===== src/rtl/product_bcd_seq_pkg.sv =====
// Shared types and constants for the sequential binary-to-BCD converter.
// Latency: n/a (declarations only).
// Backpressure: n/a.
package product_bcd_seq_pkg;

    typedef enum logic [1:0] {
        IDLE  = 2'd0,
        SHIFT = 2'd1,
        DONE  = 2'd2
    } state_t;

    localparam int BCD_DIGIT_W = 4;
    localparam int ADD3_THRESH = 5;

    // Number of decimal digits needed to show 2^in_w - 1.
    function automatic int digits_needed(input int in_w);
        longint unsigned max_v;
        int              d;
        max_v = (64'd1 << in_w) - 64'd1;
        d     = 1;
        max_v = max_v / 64'd10;
        while (max_v != 64'd0) begin
            d     = d + 1;
            max_v = max_v / 64'd10;
        end
        return d;
    endfunction

endpackage


===== src/rtl/product_bcd_seq_bcd_digit_adj.sv =====
// Double-dabble digit correction: adds 3 when the digit is 5 or more.
// Latency: combinational.
// Backpressure: none.
module bcd_digit_adj
    import product_bcd_seq_pkg::*;
(
    input  logic [BCD_DIGIT_W-1:0] din,
    output logic [BCD_DIGIT_W-1:0] dout
);

    always_comb begin
        dout = din;
        if (din >= BCD_DIGIT_W'(ADD3_THRESH)) begin
            dout = din + BCD_DIGIT_W'(3);
        end
    end

endmodule


===== src/rtl/product_bcd_seq.sv =====
// Sequential binary-to-BCD converter (shift-add-3), one input bit per clock.
// Latency: out_valid visible IN_W edges after the accept edge; II = IN_W+2.
// Backpressure: holds result in DONE until out_ready; in_ready low outside IDLE.
module product_bcd_seq
    import product_bcd_seq_pkg::*;
#(
    parameter int IN_W   = 8,
    parameter int DIGITS = 3
) (
    input  logic                          clk,
    input  logic                          rst,
    input  logic                          in_valid,
    output logic                          in_ready,
    input  logic [IN_W-1:0]               in_data,
    output logic                          out_valid,
    input  logic                          out_ready,
    output logic [BCD_DIGIT_W*DIGITS-1:0] bcd,
    output logic                          busy
);

    localparam int BCD_W = BCD_DIGIT_W * DIGITS;
    localparam int W     = BCD_W + IN_W;
    localparam int CNT_W = $clog2(IN_W + 1);

    if (DIGITS < digits_needed(IN_W)) begin : g_digits_check
        $error("product_bcd_seq: DIGITS too small for IN_W");
    end

    state_t           state, state_nxt;
    logic [W-1:0]     wrk, wrk_nxt, wrk_shift;
    logic [CNT_W-1:0] cnt, cnt_nxt;
    logic [BCD_W-1:0] bcd_q, bcd_nxt;
    logic [BCD_W-1:0] adj;

    for (genvar g = 0; g < DIGITS; g++) begin : g_adj
        bcd_digit_adj u_adj (
            .din  (wrk[IN_W + g*BCD_DIGIT_W +: BCD_DIGIT_W]),
            .dout (adj[g*BCD_DIGIT_W +: BCD_DIGIT_W])
        );
    end

    assign wrk_shift = {adj, wrk[IN_W-1:0]} << 1;

    // Gated with rst so nothing is offered while reset is held.
    assign in_ready  = (state == IDLE) && !rst;
    assign out_valid = (state == DONE);
    assign busy      = (state != IDLE);
    assign bcd       = bcd_q;

    always_ff @(posedge clk or posedge rst) begin
        if (rst) begin
            state <= IDLE;
            wrk   <= '0;
            cnt   <= '0;
            bcd_q <= '0;
        end else begin
            state <= state_nxt;
            wrk   <= wrk_nxt;
            cnt   <= cnt_nxt;
            bcd_q <= bcd_nxt;
        end
    end

    always_comb begin
        state_nxt = state;
        wrk_nxt   = wrk;
        cnt_nxt   = cnt;
        bcd_nxt   = bcd_q;
        case (state)
            IDLE: begin
                if (in_valid && in_ready) begin
                    wrk_nxt   = {{BCD_W{1'b0}}, in_data};
                    cnt_nxt   = CNT_W'(IN_W);
                    state_nxt = SHIFT;
                end
            end
            SHIFT: begin
                wrk_nxt = wrk_shift;
                cnt_nxt = cnt - CNT_W'(1);
                if (cnt == CNT_W'(1)) begin
                    bcd_nxt   = wrk_shift[W-1 -: BCD_W];
                    state_nxt = DONE;
                end
            end
            DONE: begin
                if (out_ready) begin
                    state_nxt = IDLE;
                end
            end
            default: state_nxt = IDLE;
        endcase
    end

    // A presented result must never carry a digit above 9.
    always @(posedge clk) begin
        if (!rst && state == DONE) begin
            for (int i = 0; i < DIGITS; i++) begin
                assert (bcd_q[i*BCD_DIGIT_W +: BCD_DIGIT_W] <= BCD_DIGIT_W'(9));
            end
        end
    end

endmodule


===== config.mk =====
export PLATFORM = sky130hd
export DESIGN_NAME = product_bcd_seq
export DESIGN_NICKNAME = d
export VERILOG_FILES = /design/src/rtl/product_bcd_seq_pkg.sv /design/src/rtl/product_bcd_seq_bcd_digit_adj.sv /design/src/rtl/product_bcd_seq.sv
export SDC_FILE = /design/constraint.sdc
export NUM_CORES = 1
export LEC_CHECK = 0
export ABC_AREA = 1
export BUFFER_PORTS_ARGS = -buffer_cell sky130_fd_sc_hd__buf_2
export CAP_MARGIN = 20
export CORE_MARGIN = 2
export CORE_UTILIZATION = 45
export DETAILED_ROUTE_END_ITERATION = 6
export RECOVER_POWER = 100
export SYNTH_ARGS = -nofsm -noshare
export SYNTH_HDL_FRONTEND = slang
export SYNTH_SLANG_ARGS = --single-unit

===== constraint.sdc =====
create_clock -name clk -period 2 [get_ports clk]
set_clock_uncertainty 0.2 [all_clocks]
set_input_delay 0.2 -clock clk [delete_from_list [all_inputs] [get_ports clk]]
set_output_delay 0.2 -clock clk [all_outputs]
set_load 0.03 [all_outputs]

==> flow_summary.ini <==
[outcome]
status = complete, no violations

[pwr]
p_leak_nw = 1.12
p_per_area_nw_per_um2 = 1720
worst_ir_drop_vdd_v = 0.000813

[drt]
wl_met1_mm = 1.88
route.met2.wl_mm = 1.60
antenna_left = 0
drc = 0
drt_iter0_drc = 90
wl_met3_um = 207
wl_per_cell_um = 11.7
via_per_inst = 4.90
drtPass1Iterations = 4
dr.max_layer_used = met4
via_count = 1558
drt_wl_total_mm = 3.74

[floorplanning]
die_h_um = 69.7
top_level_ports = 27
start_util_pct = 47.6
core.rowCount = 23
die_x_um = 69.7
coreArea_um2 = 4090
dieArea_um2 = 4860

[finish]
drive_above_1_share_pct = 9.33
layout_commonest_cell = nand2_1
multi_input_area_um2 = 783
antenna_cells = 0
area_growth_pct = 11.8
num-nets-final = 287
regArea_um2 = 951
mostFrequentLayoutCells = nand2_1 (79), dfrtp_1 (38), nand3_1 (28), inv_1 (27)
utilization_pct = 53.2
fillCellCount = 414

[clock_network]
h-tree-depth = 2
cts-root-buf = clkbuf_8
clk_pin_slew_ns = 0.07
ctsResizeCount = 0
cts_made_buffers = 5
cts_tree = yes
clockBufferDepth = 2
insertion_delay_ns = 0.29
cts.sinks = 38

[sta]
layout_setup_ws_ns = 0.198
fin_crit_ns = 1.80
slew_violations = 0
hold_viol = 0
max_freq_mhz = 555
maxSlewHeadroom_pct = 37.3
finalSetupViolations = 0
finalCritPeriodShare_pct = 90.1
worst_slew_pin_slew_ns = 0.941
rsz0062_at_grt = false
final.setup.tns_ns = 0

[grt]
antenna_found_initial = 0
grt_max_degree = 39
grt_pass1_wl_mm = 6.67
first_global_vias = 1520
gr-total-overflow = 0
grt_use_total_pct = 17.2

[min_path]
worstHoldStart = in_data[6]
hold_path_end = wrk[6]$_DFFE_PP0P_
hold_depth = 5
hold_path_class = input pin to register

[run]
drv_cap = 0

[place]
dp_slack_ns = 0.380
place_congestion = 0.814
dpl.hpwl_mm = 2.55
port-buffer-count = 26

[critical_path]
cp-start-kind = input pin
cp.required_ns = 1.97
worstPathMaxFanout = 15
path_cells = dlygate4sd3_1 -> clkbuf_1 -> clkinvlp_4 -> nand3_1 -> nand2_1 -> buf_4 -> nand2_1 -> o21ai_0
critPathArrivalTime_ns = 1.77
r2r_setup_slack_ns = 0.28
max_stage_delay_ns = 0.52
critical_path.slowest_cell = dlygate4sd3_1
r2r-end = bcd[3]$_DFFE_PP0P_
crit_start = rst
rr_startpoint = cnt[1]$_DFFE_PP0P_
crit_path_end_kind = register
critPathKind = input pin to register
crit_top_cell = nand2_1
r2r_cells = 7

[synth]
synth_nets = 253
syn_area_um2 = 1940
postSynthCellCount = 233
synth-seq-cells = 38
ys_seq_area_share_pct = 48.9
synth.avg_cell_area_um2 = 8.34
synthDistinctLibCells = 22
ys_warn_count = 0
[Yosys cell counts]
cell type	count	share of area, %
nor2_1	3	0.58
dfrtp_1	38	49
o21bai_1	2	0.77
inv_4	1	0.32
nand3_1	27	6.9
o21ai_2	2	0.90
o31ai_1	1	0.39
ha_1	8	5.1
inv_1	27	5.2
inv_2	2	0.39
nand2_2	1	0.32
nor2_4	1	0.58
nand4_1	6	1.9
nand3_4	1	0.90
o22ai_1	3	0.97
o21ai_0	13	3.3
o21ai_1	10	2.6
buf_6	6	3.5
nor3_1	1	0.26
nand2_1	78	15
xnor2_1	1	0.45
nand2_4	1	0.58
[critical path, delay by kind of cell]
family	cells	cell delay, ns
buffers and inverters	4	1.07
AO/OA/AOI/OAI	1	0.08
AND/OR/NAND/NOR	3	0.43
[where the power goes]
group | internal [mW] | switching (mW) | total (mW)
Clock | 0.278 | 0.254 | 0.532
Sequential | 1.12 | 0.215 | 1.33
Combinational | 0.585 | 1.29 | 1.87
Total | 1.98 | 1.76 | 3.74
[per-layer routing]
metal | track usage, % | vias to the layer above
li1 | - | 819
met1 | 23.1 | 696
met2 | 26.6 | 39
met3 | 3.49 | 4
met4 | 8.33 | 0
met5 | 0 | -
[through the flow]
step	area [um^2]	power, mW	hold WS, ns	cells
after global routing	2170	4.15	0.0552	318
final	2170	3.74	0.0355	318
after floorplan	1950	2.98	-0.0296	233
after global placement	2100	3.32	0.181	306
after detailed placement	2100	3.34	0.175	306
after CTS	2230	3.90	0.0277	318
[area by class of cell]
cell class	count	area share [%]
Clock buffer	7	3.97
Multi-Input combinational cell	159	36.0
Sequential cell	38	43.7
Clock inverter	1	0.230
Timing Repair Buffer	33	7.83
Tap cell	50	2.88
Inverter	30	5.35
[kinds of logic after synthesis]
logic type,Yosys count,synth area share [%]
simple gates,119,27.2
buf+inv,36,9.40
fa+ha+maj,8,5.15
flops,38,48.9
compound gates,31,8.94
xor+xnor,1,0.451
[worst max path at each step]
stage	end	slack, ns	depth (start not counted)
after floorplan	wrk[1]$_DFFE_PP0P_	0.21	6
after global placement	bcd[7]$_DFFE_PP0P_	0.42	7
final	wrk[7]$_DFFE_PP0P_	0.20	8
after detailed placement	bcd[3]$_DFFE_PP0P_	0.38	7
after global routing	wrk[12]$_DFFE_PP0P_	0.06	8
after CTS	wrk[0]$_DFFE_PP0P_	0.27	6
[flip-flops by register name, indices dropped and copies added (netlist names)]
name	flops
state	2
bcd	12
cnt	4
wrk	20
[what timing repair did]
action,CTS,global route
endpoints found under the hold margin,40,0
hold buffers,4,0
setup buffers,0,0
No activity file was read; power rests on OpenSTA's default activity.
